**src/rtl/redun_mont_collect_pkg.sv**
```systemverilog
// Shared types and constants for the squaring-result collector.
// Provides the redundant/binary field-element types, the collector FSM state type
// and a digit-extraction helper for redundant values.
package redun_mont_collect_pkg;

    localparam int unsigned WRD_BITS   = 16;
    localparam int unsigned REDUN_BITS = 2;
    localparam int unsigned NUM_WRDS   = 8;
    localparam int unsigned DAT_BITS   = WRD_BITS * NUM_WRDS;
    localparam int unsigned T_LEN      = 8;

    localparam int unsigned DIG_BITS   = WRD_BITS + REDUN_BITS;
    // Ripple carry never exceeds 2^REDUN_BITS, so one extra bit is enough.
    localparam int unsigned CARRY_BITS = REDUN_BITS + 1;
    localparam int unsigned WRD_IDX_W  = $clog2(NUM_WRDS);

    typedef logic [DIG_BITS-1:0]   digit_t;
    typedef logic [WRD_BITS-1:0]   word_t;
    typedef logic [CARRY_BITS-1:0] carry_t;
    typedef digit_t [NUM_WRDS-1:0] redun0_t;
    typedef logic [DAT_BITS-1:0]   fe_t;

    typedef enum logic [1:0] {IDLE, COUNT, CONVERT, DONE} collect_state_t;

    // Digit i of a redundant value (weight 2^(WRD_BITS*i)).
    function automatic digit_t redun_digit(redun0_t v, int i);
        return v[i[WRD_IDX_W-1:0]];
    endfunction

endpackage

```
**src/rtl/redun_mont_collect_if.sv**
```systemverilog
// Handshake bundle between the host/squarer side and the collector.
//   i_start/i_t       : arm request and squaring count
//   i_mul/i_val       : redundant squarer result and its strobe
//   o_busy/o_err      : status, error pulse on a zero count
//   o_res/o_val/i_rdy : binary result with valid/ready handshake
interface redun_mont_collect_if;
    import redun_mont_collect_pkg::*;

    logic             i_start;
    logic [T_LEN-1:0] i_t;
    redun0_t          i_mul;
    logic             i_val;
    logic             o_busy;
    logic             o_err;
    fe_t              o_res;
    logic             o_val;
    logic             i_rdy;

    modport slave (
        input  i_start, i_t, i_mul, i_val, i_rdy,
        output o_busy, o_err, o_res, o_val
    );

    modport master (
        output i_start, i_t, i_mul, i_val, i_rdy,
        input  o_busy, o_err, o_res, o_val
    );

endinterface

```
**src/rtl/redun_carry_slice.sv**
```systemverilog
// Combinational carry ripple across Dpc redundant digits.
//   digits_i : Dpc redundant digits, least significant first
//   carry_i  : carry in from the previous slice
//   words_o  : Dpc resolved binary words
//   carry_o  : carry out of the most significant digit
module redun_carry_slice
    import redun_mont_collect_pkg::*;
#(
    parameter int unsigned Dpc = 4
) (
    input  digit_t [Dpc-1:0] digits_i,
    input  carry_t           carry_i,
    output word_t  [Dpc-1:0] words_o,
    output carry_t           carry_o
);

    typedef logic [DIG_BITS:0] acc_t;

    always_comb begin
        carry_t c;
        acc_t   acc;
        c       = carry_i;
        acc     = '0;
        words_o = '0;
        for (int j = 0; j < int'(Dpc); j++) begin
            acc        = acc_t'(digits_i[j]) + acc_t'(c);
            words_o[j] = acc[WRD_BITS-1:0];
            c          = acc[DIG_BITS:WRD_BITS];
        end
        carry_o = c;
    end

endmodule

```
**src/rtl/redun_mont_collect.sv**
```systemverilog
// Counts redundant squaring results, captures the i_t-th one, resolves it to binary
// DPC digits per cycle, and offers it on a valid/ready handshake.
//   i_clk, i_rst : clock, synchronous active-high reset
//   bus          : collector side of redun_mont_collect_if (see interface header)
module redun_mont_collect
    import redun_mont_collect_pkg::*;
#(
    parameter int unsigned DPC = 4
) (
    input logic                 i_clk,
    input logic                 i_rst,
    redun_mont_collect_if.slave bus
);

    localparam int unsigned NUM_CHUNKS = NUM_WRDS / DPC;
    localparam int unsigned CHUNK_W    = (NUM_CHUNKS > 1) ? $clog2(NUM_CHUNKS) : 1;
    localparam logic [CHUNK_W-1:0] LAST_CHUNK = CHUNK_W'(NUM_CHUNKS - 1);

    collect_state_t        state_q, state_d;
    logic [T_LEN-1:0]      tgt_q, tgt_d;
    logic [T_LEN-1:0]      cnt_q, cnt_d;
    logic [CHUNK_W-1:0]    chunk_q, chunk_d;
    carry_t                carry_q, carry_d;
    word_t [NUM_WRDS-1:0]  res_q, res_d;
    logic                  val_q, val_d;
    logic                  busy_q, busy_d;
    logic                  err_q, err_d;
    redun0_t               shadow_q;
    logic                  capture;

    digit_t [DPC-1:0]      slice_digits;
    word_t  [DPC-1:0]      slice_words;
    carry_t                slice_carry;

    // Present the DPC digits of the current chunk to the shared slice.
    always_comb begin
        slice_digits = '0;
        for (int c = 0; c < int'(NUM_CHUNKS); c++) begin
            if (chunk_q == CHUNK_W'(c)) begin
                for (int j = 0; j < int'(DPC); j++) begin
                    slice_digits[j] = redun_digit(shadow_q, c * int'(DPC) + j);
                end
            end
        end
    end

    redun_carry_slice #(
        .Dpc (DPC)
    ) u_slice (
        .digits_i (slice_digits),
        .carry_i  (carry_q),
        .words_o  (slice_words),
        .carry_o  (slice_carry)
    );

    always_comb begin
        int unsigned idx;
        idx     = 0;
        state_d = state_q;
        tgt_d   = tgt_q;
        cnt_d   = cnt_q;
        chunk_d = chunk_q;
        carry_d = carry_q;
        res_d   = res_q;
        err_d   = 1'b0;
        capture = 1'b0;

        unique case (state_q)
            IDLE: begin
                if (bus.i_start) begin
                    if (bus.i_t != '0) begin
                        tgt_d   = bus.i_t;
                        cnt_d   = '0;
                        state_d = COUNT;
                    end else begin
                        err_d = 1'b1;
                    end
                end
            end
            COUNT: begin
                if (bus.i_val) begin
                    if (cnt_q == tgt_q - T_LEN'(1)) begin
                        capture = 1'b1;
                        chunk_d = '0;
                        carry_d = '0;
                        state_d = CONVERT;
                    end else begin
                        cnt_d = cnt_q + T_LEN'(1);
                    end
                end
            end
            CONVERT: begin
                for (int c = 0; c < int'(NUM_CHUNKS); c++) begin
                    if (chunk_q == CHUNK_W'(c)) begin
                        for (int j = 0; j < int'(DPC); j++) begin
                            idx = c * DPC + j;
                            res_d[idx[WRD_IDX_W-1:0]] = slice_words[j];
                        end
                    end
                end
                carry_d = slice_carry;
                chunk_d = chunk_q + CHUNK_W'(1);
                // Carry out of the top word is dropped: result is mod 2^DAT_BITS.
                if (chunk_q == LAST_CHUNK) begin
                    state_d = DONE;
                end
            end
            DONE: begin
                if (bus.i_rdy) begin
                    state_d = IDLE;
                end
            end
            default: state_d = IDLE;
        endcase

        val_d  = (state_d == DONE);
        busy_d = (state_d != IDLE);
    end

    always_ff @(posedge i_clk) begin
        if (i_rst) begin
            state_q <= IDLE;
            tgt_q   <= '0;
            cnt_q   <= '0;
            chunk_q <= '0;
            carry_q <= '0;
            res_q   <= '0;
            val_q   <= 1'b0;
            busy_q  <= 1'b0;
            err_q   <= 1'b0;
        end else begin
            state_q <= state_d;
            tgt_q   <= tgt_d;
            cnt_q   <= cnt_d;
            chunk_q <= chunk_d;
            carry_q <= carry_d;
            res_q   <= res_d;
            val_q   <= val_d;
            busy_q  <= busy_d;
            err_q   <= err_d;
        end
    end

    // Shadow is deliberately outside reset; it is only read after a fresh capture.
    always_ff @(posedge i_clk) begin
        if (capture) begin
            shadow_q <= bus.i_mul;
        end
    end

    assign bus.o_res  = res_q;
    assign bus.o_val  = val_q;
    assign bus.o_busy = busy_q;
    assign bus.o_err  = err_q;

endmodule

```
**src/flat_wrapper.sv**
```systemverilog
// flat-port wrapper written by rule: the top's interface ports become plain ports
module redun_mont_collect_flat import redun_mont_collect_pkg::*;
#(
    parameter int unsigned DPC = 4
)
  (i_clk, i_rst, bus_i_start, bus_i_t, bus_i_mul, bus_i_val, bus_i_rdy, bus_o_busy, bus_o_err, bus_o_res, bus_o_val);
  redun_mont_collect_if bus_i ();
  input logic i_clk;
  input logic i_rst;
  input wire logic [$bits(bus_i.i_start)-1:0] bus_i_start;
  input wire logic [$bits(bus_i.i_t)-1:0] bus_i_t;
  input wire logic [$bits(bus_i.i_mul)-1:0] bus_i_mul;
  input wire logic [$bits(bus_i.i_val)-1:0] bus_i_val;
  input wire logic [$bits(bus_i.i_rdy)-1:0] bus_i_rdy;
  output wire logic [$bits(bus_i.o_busy)-1:0] bus_o_busy;
  output wire logic [$bits(bus_i.o_err)-1:0] bus_o_err;
  output wire logic [$bits(bus_i.o_res)-1:0] bus_o_res;
  output wire logic [$bits(bus_i.o_val)-1:0] bus_o_val;
  assign bus_i.i_start = bus_i_start;
  assign bus_i.i_t = bus_i_t;
  assign bus_i.i_mul = bus_i_mul;
  assign bus_i.i_val = bus_i_val;
  assign bus_i.i_rdy = bus_i_rdy;
  assign bus_o_busy = bus_i.o_busy;
  assign bus_o_err = bus_i.o_err;
  assign bus_o_res = bus_i.o_res;
  assign bus_o_val = bus_i.o_val;
  redun_mont_collect #(.DPC(DPC)) u_core (.i_clk(i_clk), .i_rst(i_rst), .bus(bus_i));
endmodule
```
**config.mk**
```make
export PLATFORM = sky130hd
export DESIGN_NAME = redun_mont_collect_flat
export DESIGN_NICKNAME = d
export VERILOG_FILES = /design/src/rtl/redun_mont_collect_pkg.sv /design/src/rtl/redun_mont_collect_if.sv /design/src/rtl/redun_carry_slice.sv /design/src/rtl/redun_mont_collect.sv /design/src/flat_wrapper.sv
export SDC_FILE = /design/constraint.sdc
export NUM_CORES = 1
export LEC_CHECK = 0
export BUFFER_PORTS_ARGS = -buffer_cell sky130_fd_sc_hd__buf_2
export CAP_MARGIN = 30
export CORE_ASPECT_RATIO = 1.75
export CORE_MARGIN = 2
export CORE_UTILIZATION = 45
export CTS_BUF_LIST = sky130_fd_sc_hd__clkbuf_4
export CTS_CLUSTER_DIAMETER = 40
export DETAILED_ROUTE_END_ITERATION = 10
export PLACE_DENSITY = 0.73
export SYNTH_ARGS = -nofsm -noshare
export SYNTH_HDL_FRONTEND = slang
export SYNTH_SLANG_ARGS = --single-unit
```
**constraint.sdc**
```tcl
create_clock -name i_clk -period 9.1 [get_ports i_clk]
set_input_delay 0.91 -clock i_clk [delete_from_list [all_inputs] [get_ports i_clk]]
set_output_delay 0.91 -clock i_clk [all_outputs]
set_load 0.03 [all_outputs]
```
### After elaboration in Yosys (flattened, before gate mapping)

Cells that the tools add are included.
W data, S select, Z words.

| cells by class | value |
|---|---|
| add/sub/neg operators | 7 |
| equal/unequal tests | 10 |
| muxes and demuxes | 23 |
| bitwise operators | 3 |
| reductions and logical operators | 11 |

Operators by type and width:

| cell | number |
|---|---|
| $add A18 B3 Y19 | 4 |
| $mux W72 | 1 |
| $mux W8 | 4 |
| $pmux W8 S2 | 1 |
| $mux W2 | 6 |
| $add A8 B1 Y8 const B | 1 |
| $eq A8 B8 Y1 | 1 |
| $pmux W2 S4 | 1 |
| $reduce_bool A8 Y1 | 1 |
| $sub A8 B1 Y8 const B | 1 |
| $eq A2 B2 Y1 const B | 3 |
| $mux W1 | 6 |
| $mux W3 | 2 |
| $ne A2 B2 Y1 const B | 3 |
| $pmux W3 S2 | 1 |
| $reduce_and A3 Y1 | 2 |
| $reduce_bool A2 Y1 | 3 |
| $reduce_and A5 Y1 | 1 |
| $ne A2 B1 Y1 const B | 2 |
| $reduce_and A2 Y1 | 2 |
| $not A1 Y1 | 3 |
| $reduce_or A3 Y1 | 1 |
| $eq A2 B1 Y1 const B | 1 |
| $logic_not A2 Y1 | 1 |
| other kinds (2) | 2 |

| storage, ports and cells | value |
|---|---|
| flip-flop bits (word level) | 297 |
| input port bits | 157 |
| output and inout bits | 131 |
| logic and storage cells | 78 |

### Logic depth before layout (Yosys ltp)

Gate-level depths: netlist (run 1).

| depth | value |
|---|---|
| depth in word-level cells | 6 |
| gate-level depth with buffers | 39 |
| mapped depth without buffers | 33 |

### Hierarchy

Synthesis (run 1) repeated with hierarchy kept, for this count alone.

| second synthesis, totals | value |
|---|---|
| cells, all modules | 1,141 |
| area total of the unflattened synthesis | 12,429.4 µm² |

Modules (own cells, without submodules):

| module | instances | cells an instance | area an instance (µm²) | seq. area each (µm²) |
|---|---|---|---|---|
| redun_mont_collect | 1 | 936 | 10,892.9 | 7,387.1 |
| redun_carry_slice | 1 | 205 | 1,536.5 | 0.0 |

### Worst setup path after synthesis (run 1)

OpenSTA, ideal clock, no wires.

| timing | value |
|---|---|
| path type | reg2reg |
| start | register u_core.chunk_q |
| end | register u_core.carry_q[0] |
| library setup time | 0.117 ns |
| data arrival time | 8.111 ns |
| required time | 8.983 ns |
| slack | 0.871 ns |
| stages on the path, launching flop included | 40 |
| path buffers | 6 |
| period minus slack after synthesis | 8.229 ns |
| cell sequence | dfxtp_1 -> buf_6 -> buf_12 -> clkbuf_8 -> buf_4 -> buf_2 -> buf_2 -> mux2_2 -> ha_1 -> inv_1 -> fa_1 -> nand2b_1 -> a221oi_4 -> nand4_1 -> nor3_1 -> xor2_1 -> ha_1 -> inv_1 -> [4 not listed] -> nand4_1 -> nor2_1 -> xnor2_1 -> ha_1 -> fa_1 -> a21oi_1 -> a211oi_2 -> nand3_1 -> or3_1 -> xor2_1 -> ha_1 -> fa_1 -> a21oi_1 -> a211oi_4 -> nand3_1 -> nor3_2 -> xnor2_1 -> a32o_1 |

| on the way | value |
|---|---|
| word-level cells in the longest chain between the ends | 6 |

Ends and longest elaborated chain:

| item | RTL line | RTL |
|---|---|---|
| start, declared | redun_mont_collect.sv:22 | `logic [CHUNK_W-1:0] chunk_q, chunk_d;` |
| start signal, assigned | redun_mont_collect.sv:135 | `chunk_q <= chunk_d;` |
| $mux W72 * | redun_mont_collect.sv:39 | `if (chunk_q == CHUNK_W'(c)) begin` |
| $add A18 B3 Y19 (3 in a row) | redun_carry_slice.sv:26 | `acc = acc_t'(digits_i[j]) + acc_t'(c);` |
| $add A18 B3 Y19 * | redun_carry_slice.sv:26 |  |
| $pmux W3 S2 * | redun_mont_collect.sv:68 | `unique case (state_q)` |
| end signal, assigned | redun_mont_collect.sv:136 | `carry_q <= carry_d;` |
| end, declared | redun_mont_collect.sv:23 | `carry_t carry_q, carry_d;` |

Every way passes the cells marked *; elsewhere a longest branch is shown, timed or not.
A chain may end at the register's enable or synchronous reset.

### Worst setup path after layout (run 1)

Same ends and word-level chain as after synthesis.

==> results.yml, run 1 <==
power_and_ir_drop:
  p_leak_nw: 5.917
  seqPwrFrac_pct: 53.7
  power_density_nw_per_um2: 168.6
  combPwrFrac_pct: 3.2
  p_sw_share_pct: 22.65
  p_switching_mw: 0.5946
  pwr-share-clk_pct: 43.1
  internal_power_mw: 2.031
  vdd_drop_max_uv: 143.4
sta:
  relSlewSlack_pct: 37.11
  clock_skew_ns: 0.03569
  slew_viol_final: 0
  min_period_over_period_pct: 92.75
  setup_tns_ns: 0
  min_period_ns: 8.441
  final_hold_viol_count: 0
  finalSetupViolCount: 0
  clock.fmax_ghz: 0.1185
  tightest_slew_ns: 0.9433
  rsz0062_at_grt: "no"
routing:
  drcViolationCount: 0
  vias: 10180
  wl_mm: 34.71
  firstDrtPassIters: 7
  via_per_inst: 5.288
  drt-initial-drc-count: 561
  antenna_left: 0
  wl_per_cell_microns: 18.02
clock_network:
  cts_tree: "built"
  clkSinkCount: 297
  root_buffer: "clkbuf_4"
  cts_resized: 0
  cts_buffer_depth: 3
  clk_pin_slew_ns: 0.08
  ctsHoldBuffers: 0
  numCtsBuffers: 75
  clk_latency_ns: 0.76
  cts-htree-levels: 3
  postCtsSetupRepairBufs: 0
place:
  dp_hpwl_mm: 25.01
  place.gp.congestion: 0.8793
  dpl.cell_count: 1781
  port_buffers: 287
global_routing:
  grt_start_max_net_pins: 82
  first_global_vias: 10340
  grt_pass1_wl_mm: 53.73
  grt_antenna_before_repair: 10
  overflow: 0
  grt_use_total_pct: 23.01
flow_run:
  cap_violations: 0
final_layout:
  final_util_pct: 54.79
  final_common_cell: "buf_2"
  instances_no_fill: 1926
  layout.nets: 1655
  final_cell_mix: "buf_2 (286), nand2_1 (157), dfxtp_1 (152), edfxtp_1 (144), clkbuf_4 (104)"
  drive_gt1_share_pct: 29.82
  syn2layout_area_growth_pct: 20.87
die:
  initial_core_util_pct: 45.33
  pin_count: 288
  rows: 82
  core_sq_um: 28420
  die-area_sq_um: 30050
  die_w_microns: 131.9
  die_h_microns: 227.8
hold_path:
  whs_path_depth: 1
  min_to: "u_core.shadow_q[101]"
  hp-start: "bus_i_mul[101]"
  hold_class: "in -> reg"
worst_setup_path:
  critPathMaxFanout: 6
  worstRegToRegCells: 33
  critPathMaxStageDelay_ns: 0.46
  critPathArrivalTime_ns: 9.09
  start_kind: "flip-flop"
  worst_ep_required_time_ns: 9.75
  slowest_stage: "or3_1"
  reg2reg_from: "u_core.chunk_q"
  critPathKind: "reg -> reg"
  r2r_slack_ns: 0.66
  end_kind: "flip-flop"
  r2r-end: "u_core.carry_q[0]"
synthesis:
  yosys_most_used_dff: "dfxtp_1"
  synth_area_sq_um: 12880
  synth_cell_types: 71
  synth_fp_nets: 1343
  synth_seq_cells: 297
  async_reset_ff_share_pct: 0
  synthesis.instances: 1168
  synth_edf_count: 144
  syn_area_per_cell_sq_um: 11.03
  yosysWarnings: 0
  ys_seq_area_share_pct: 57.34
outcome:
  outcome: "finished clean"
==> power by group through the flow <==
stage	Clock, mW	Combinational (mW)	Sequential, mW
after CTS	1.17	0.0847	1.41
final	1.13	0.0848	1.41
after global placement	0	0.0822	1.44
after detailed placement	0	0.0845	1.44
after floorplan	0	0.0386	1.44
after global routing	1.24	0.0925	1.41
==> stage by stage <==
step	instance area, sq um	power, mW	hold slack (ns)	setup WS (ns)
after global placement	14560	1.520	0.4339	0.9472
final	15570	2.626	0.3145	0.6594
after detailed placement	14580	1.523	0.4398	0.5713
after global routing	15570	2.739	0.2587	0.07772
after CTS	15540	2.665	0.2234	0.5284
after floorplan	12880	1.476	0.4481	0.8714
==> kinds of logic (layout without fill, tap and decap cells) <==
| group | count (synthesis) | after routing | synth area share, % |
|---|---|---|---|
| AOI/OAI and AO/OA | 232 | 232 | 12.26 |
| xor gates and xnor gates | 114 | 114 | 7.750 |
| adders and majority gates | 18 | 18 | 1.981 |
| and+or+nand+nor | 393 | 393 | 14.78 |
| buffers and inverters | 77 | 448 | 2.894 |
| DFF | 297 | 297 | 57.34 |
| other | 0 | 9 | 0 |
| muxes | 37 | 37 | 3.001 |
==> worst max path at each step <==
| stage | startpoint | endpoint | slack (ns) | cells after the start |
|---|---|---|---|---|
| 2_1_floorplan | u_core.chunk_q | u_core.carry_q[0] | 0.87 | 39 |
| 3_3_place_gp | u_core.chunk_q | u_core.carry_q[0] | 0.95 | 33 |
| 3_5_place_dp | u_core.chunk_q | u_core.carry_q[0] | 0.57 | 33 |
| 4_1_cts | u_core.chunk_q | u_core.carry_q[0] | 0.53 | 33 |
| 5_1_grt | u_core.chunk_q | u_core.carry_q[0] | 0.08 | 33 |
| 6_report | u_core.chunk_q | u_core.carry_q[0] | 0.66 | 33 |
==> synthesized netlist by cell type, drive strengths merged (2+ instances only) <==
cell / count / area (sq um)
o21bai: 2 / 15.01
clkbuf: 33 / 133.9
a22oi: 2 / 20.02
or3: 7 / 48.80
nand2: 157 / 589.3
and3: 2 / 12.51
edfxtp: 144 / 4324
a21o: 8 / 60.06
a211oi: 86 / 683.2
a32oi: 3 / 26.28
mux2: 13 / 146.4
a31o: 2 / 17.52
a31oi: 6 / 37.54
o21ai: 35 / 178.9
mux2i: 24 / 240.2
xnor2: 37 / 324.1
xor2: 77 / 674.4
nand3b: 19 / 180.2
nand3: 44 / 230.2
nand2b: 12 / 90.09
a32o: 4 / 40.04
nor2b: 8 / 50.05
nor4: 6 / 52.55
fa: 4 / 80.08
inv: 17 / 63.81
a21oi: 68 / 344.1
ha: 14 / 175.2
and2: 3 / 18.77
buf: 27 / 175.2
dfxtp: 153 / 3063
nand4: 17 / 125.1
a222oi: 2 / 20.02
o221ai: 2 / 17.52
nor3: 11 / 80.08
nor2: 102 / 387.9
==> layout make-up <==
type	count	area [sq um]
Antenna cell	9	22.52
Multi-Input combinational cell	794	5139
Inverter	17	68.82
Timing Repair Buffer	295	1519
Clock buffer	104	780.7
Sequential cell	297	7391
Tap cell	378	473.0
Fill cell	2494	12850
Clock inverter	32	178.9
==> metal layers <==
metal	track usage [%]	wire length, microns
met1	23.44	12230
met2	40.63	18020
met3	5.978	2366
met4	16.07	2073
met5	0	22
==> critical path, delay by kind of cell, from the launching register on <==
kind | cells | cell delay [ns]
compound gates | 8 | 2.23
xor+xnor | 4 | 0.65
fa+ha+maj | 8 | 1.99
buf+inv | 2 | 0.13
flops | 1 | 0.36
mux | 1 | 0.23
simple gates | 10 | 2.72
==> sequential cells by signal (all words and copies together), names as in the netlist <==
name               cells
u_core.bus.o_res     128
u_core.state_q         2
u_core.cnt_q           8
u_core.bus.o_busy      1
u_core.tgt_q           8
u_core.bus.o_val       1
u_core.carry_q         3
u_core.chunk_q         1
u_core.shadow_q      144
u_core.bus.o_err       1
(Power assumes the default switching activity.)
==> run 2: changes to the inputs <==
Settings changed: ABC_AREA set to 1.
==> run 2 against run 1 <==
  * Die area grew 2.4%
  * Combinational power grew 17%
  * Routed wire length grew 14%
  * Clock skew up 0.018 ns
  * Clock-buffer cell count fell by 3
  * Cell count grew 12%
  * Sequential power is essentially flat
  * First-iteration DRC count is 32% higher
  * Sequential cell count unchanged
  * Area after synthesis is 2.5% higher
  * Worst setup slack improved by 0.82 ns
  * Core utilization is 0.51 points lower
  * Critical path type unchanged
  * Critical endpoint is now u_core.bus.o_res[62]
  * Largest cell class unchanged
==> results.yml, run 2 <==
synthesis:
  ys_seq_area_share_pct: 55.95
  synth_cell_types: 43
  yosys.area_share.simple_pct: 16.84
  async_reset_ff_share_pct: 0
  synthAdderAreaFrac_pct: 1.933
  muxShareOfSynthArea_pct: 0.4549
  synth_top_family_by_area: "simple AND/OR/NAND/NOR gates"
  synth_area_sq_um: 13200
  synth_fp_nets: 1579
  yosys.area.top_type: "edfxtp_1"
  yosys_most_used_dff: "dfxtp_1"
  synth_most_common_cell: "nand2_1"
  synth_common_cells: "nand2_1 (243), inv_1 (169), dfxtp_1 (153)"
  synth_compound_area_share_pct: 13.38
  synth_edf_count: 144
  synth_seq_cells: 297
  syn_area_per_cell_sq_um: 9.404
  synth_xor_area_share_pct: 4.179
  synthesis.instances: 1404
  yosysWarnings: 0
  synth_area_leaders: "edfxtp_1 (33%), dfxtp_1 (23%), nand2_1 (6.9%)"
  synth_top_area_share_pct: 32.75
routing:
  vias: 10910
  firstDrtPassIters: 6
  drcViolationCount: 0
  antenna_left: 0
  via_per_inst: 5.077
  wl_per_cell_microns: 18.49
  drt-initial-drc-count: 742
  wl_mm: 39.74
sta:
  clock_skew_ns: 0.05323
  tightest_slew_ns: 1.055
  min_period_over_period_pct: 83.78
  min_period_ns: 7.624
  final_hold_viol_count: 0
  clock.fmax_ghz: 0.1312
  relSlewSlack_pct: 29.65
  setup_tns_ns: 0
  setup_slack_ns: 1.476
  rsz0062_at_grt: "no"
  finalSetupViolCount: 0
  slew_viol_final: 0
die:
  die-area_sq_um: 30780
  die_h_microns: 230.6
  initial_core_util_pct: 45.40
  pin_count: 288
  rows: 83
  die_w_microns: 133.5
  core_sq_um: 29080
global_routing:
  grt_use_total_pct: 25.85
  first_global_vias: 10670
  overflow: 0
  grt_antenna_before_repair: 6
  grt_pass1_wl_mm: 59.04
  grt_start_max_net_pins: 111
place:
  place.gp.congestion: 0.9020
  dp_hpwl_mm: 29.33
  port_buffers: 287
  dp_slack_ns: 1.531
worst_setup_path:
  start_kind: "flip-flop"
  critPathTopFamily: "simple AND/OR/NAND/NOR gates"
  worst_ep_required_time_ns: 9.75
  end_kind: "flip-flop"
  slowest_stage: "fa_1"
  crit_path_frequent_cell: "nand2_1"
  critPathMaxStageDelay_ns: 0.48
  critPathMaxFanout: 63
  crit_buf_inv: 4
  critPathKind: "reg -> reg"
  critPathArrivalTime_ns: 8.27
hold_path:
  hold_class: "in -> reg"
power_and_ir_drop:
  p_leak_nw: 7.398
  power_density_nw_per_um2: 162.9
  vdd_drop_max_uv: 132.9
  power.total_mw: 2.571
clock_network:
  cts-htree-levels: 3
  root_buffer: "clkbuf_4"
  clk_pin_slew_ns: 0.08
  cts_buffer_depth: 3
  clk_latency_ns: 0.76
  ctsHoldBuffers: 0
  postCtsSetupRepairBufs: 0
  clkSinkCount: 297
  numCtsBuffers: 70
  cts_tree: "built"
  cts_resized: 0
final_layout:
  final_util_pct: 54.29
  final_common_cell: "buf_2"
  layout.nets: 1885
  largest_reg_flops: 144
  top_register: "u_core.shadow_q"
  syn2layout_area_growth_pct: 19.56
  final_cell_mix: "buf_2 (287), nand2_1 (243), inv_1 (168), dfxtp_1 (152), edfxtp_1 (144)"
  drive_gt1_share_pct: 27.09
flow_run:
  cap_violations: 0
outcome:
  outcome: "finished clean"
[run 2: changes by cell type after synthesis, moves of 27 or more]
cell | previous run | this run
o21bai_1 | 2 | 73
a211oi_1 | 80 | 0
nand2_1 | 157 | 243
a21oi_1 | 67 | 38
xor2_1 | 77 | 41
inv_1 | 17 | 169
o21ai_0 | 31 | 138
or2_2 | 1 | 28
[run 2: cell families after synthesis]
logic type | after synthesis
simple gates | 494
xor+xnor | 63
buf+inv | 233
mux | 6
compound gates | 293
flops | 297
fa+ha+maj | 18
[run 2: layout make-up]
class	instances	area, sq um
multi-input combinational	874	4883
fill	2706	13290
clock inverter	22	111.4
tap	382	478.0
timing repair buffer	295	1496
clock buffer	101	758.2
sequential	297	7391
inverter	172	651.9
antenna	6	15.01
[run 2: worst reg2reg max path: cells and delay by family, from the launching register on]
family,cells,cell delay (ns)
adder cells (fa/ha/maj),7,2.14
flip-flops,1,0.45
XOR/XNOR,3,0.49
AO/OA/AOI/OAI,4,0.50
buffers and inverters,4,0.58
AND/OR/NAND/NOR,25,3.34
[run 2: worst paths after layout]
path | startpoint | slack [ns] | cells after the start | endpoint
worst max-delay path | u_core.chunk_q | 1.48 | 43 | u_core.bus.o_res[62]
worst min-delay path | bus_i_mul[5] | 0.32 | 1 | u_core.shadow_q[5]
worst max register to register | u_core.chunk_q | 1.48 | 43 | u_core.bus.o_res[62]
worst min register to register | u_core.bus.o_res[98] | 0.47 | 2 | u_core.bus.o_res[98]
[run 2: per-stage QoR]
stage          cell area, sq um  std cells  hold slack (ns)
2_1_floorplan             13210       1404           0.4641
3_3_place_gp              14900       2020           0.4507
3_5_place_dp              14900       2020           0.4606
4_1_cts                   15770       2143           0.2405
5_1_grt                   15790       2149           0.2737
6_report                  15790       2149           0.3178
[run 2: where the power goes]
group	leakage, nW	internal [mW]	switching, mW	total, mW
Clock	0.527	0.540	0.524	1.06
Combinational	4.34	0.0409	0.0585	0.0994
Sequential	2.53	1.40	0.00471	1.41
Total	7.40	1.98	0.587	2.57
[run 2: per-layer routing]
| layer | up-vias | part of all wire [%] | track usage [%] | wire [microns] |
|---|---|---|---|---|
| met1 | 5110 | 34 | 25.30 | 13350 |
| met2 | 415 | 54 | 47.83 | 21490 |
| met4 | 0 | 7.3 | 18.85 | 2913 |
| li1 | 5260 | - | - | - |
| met3 | 126 | 5.0 | 4.853 | 1985 |
| met5 | - | 0 | 0 | 0 |
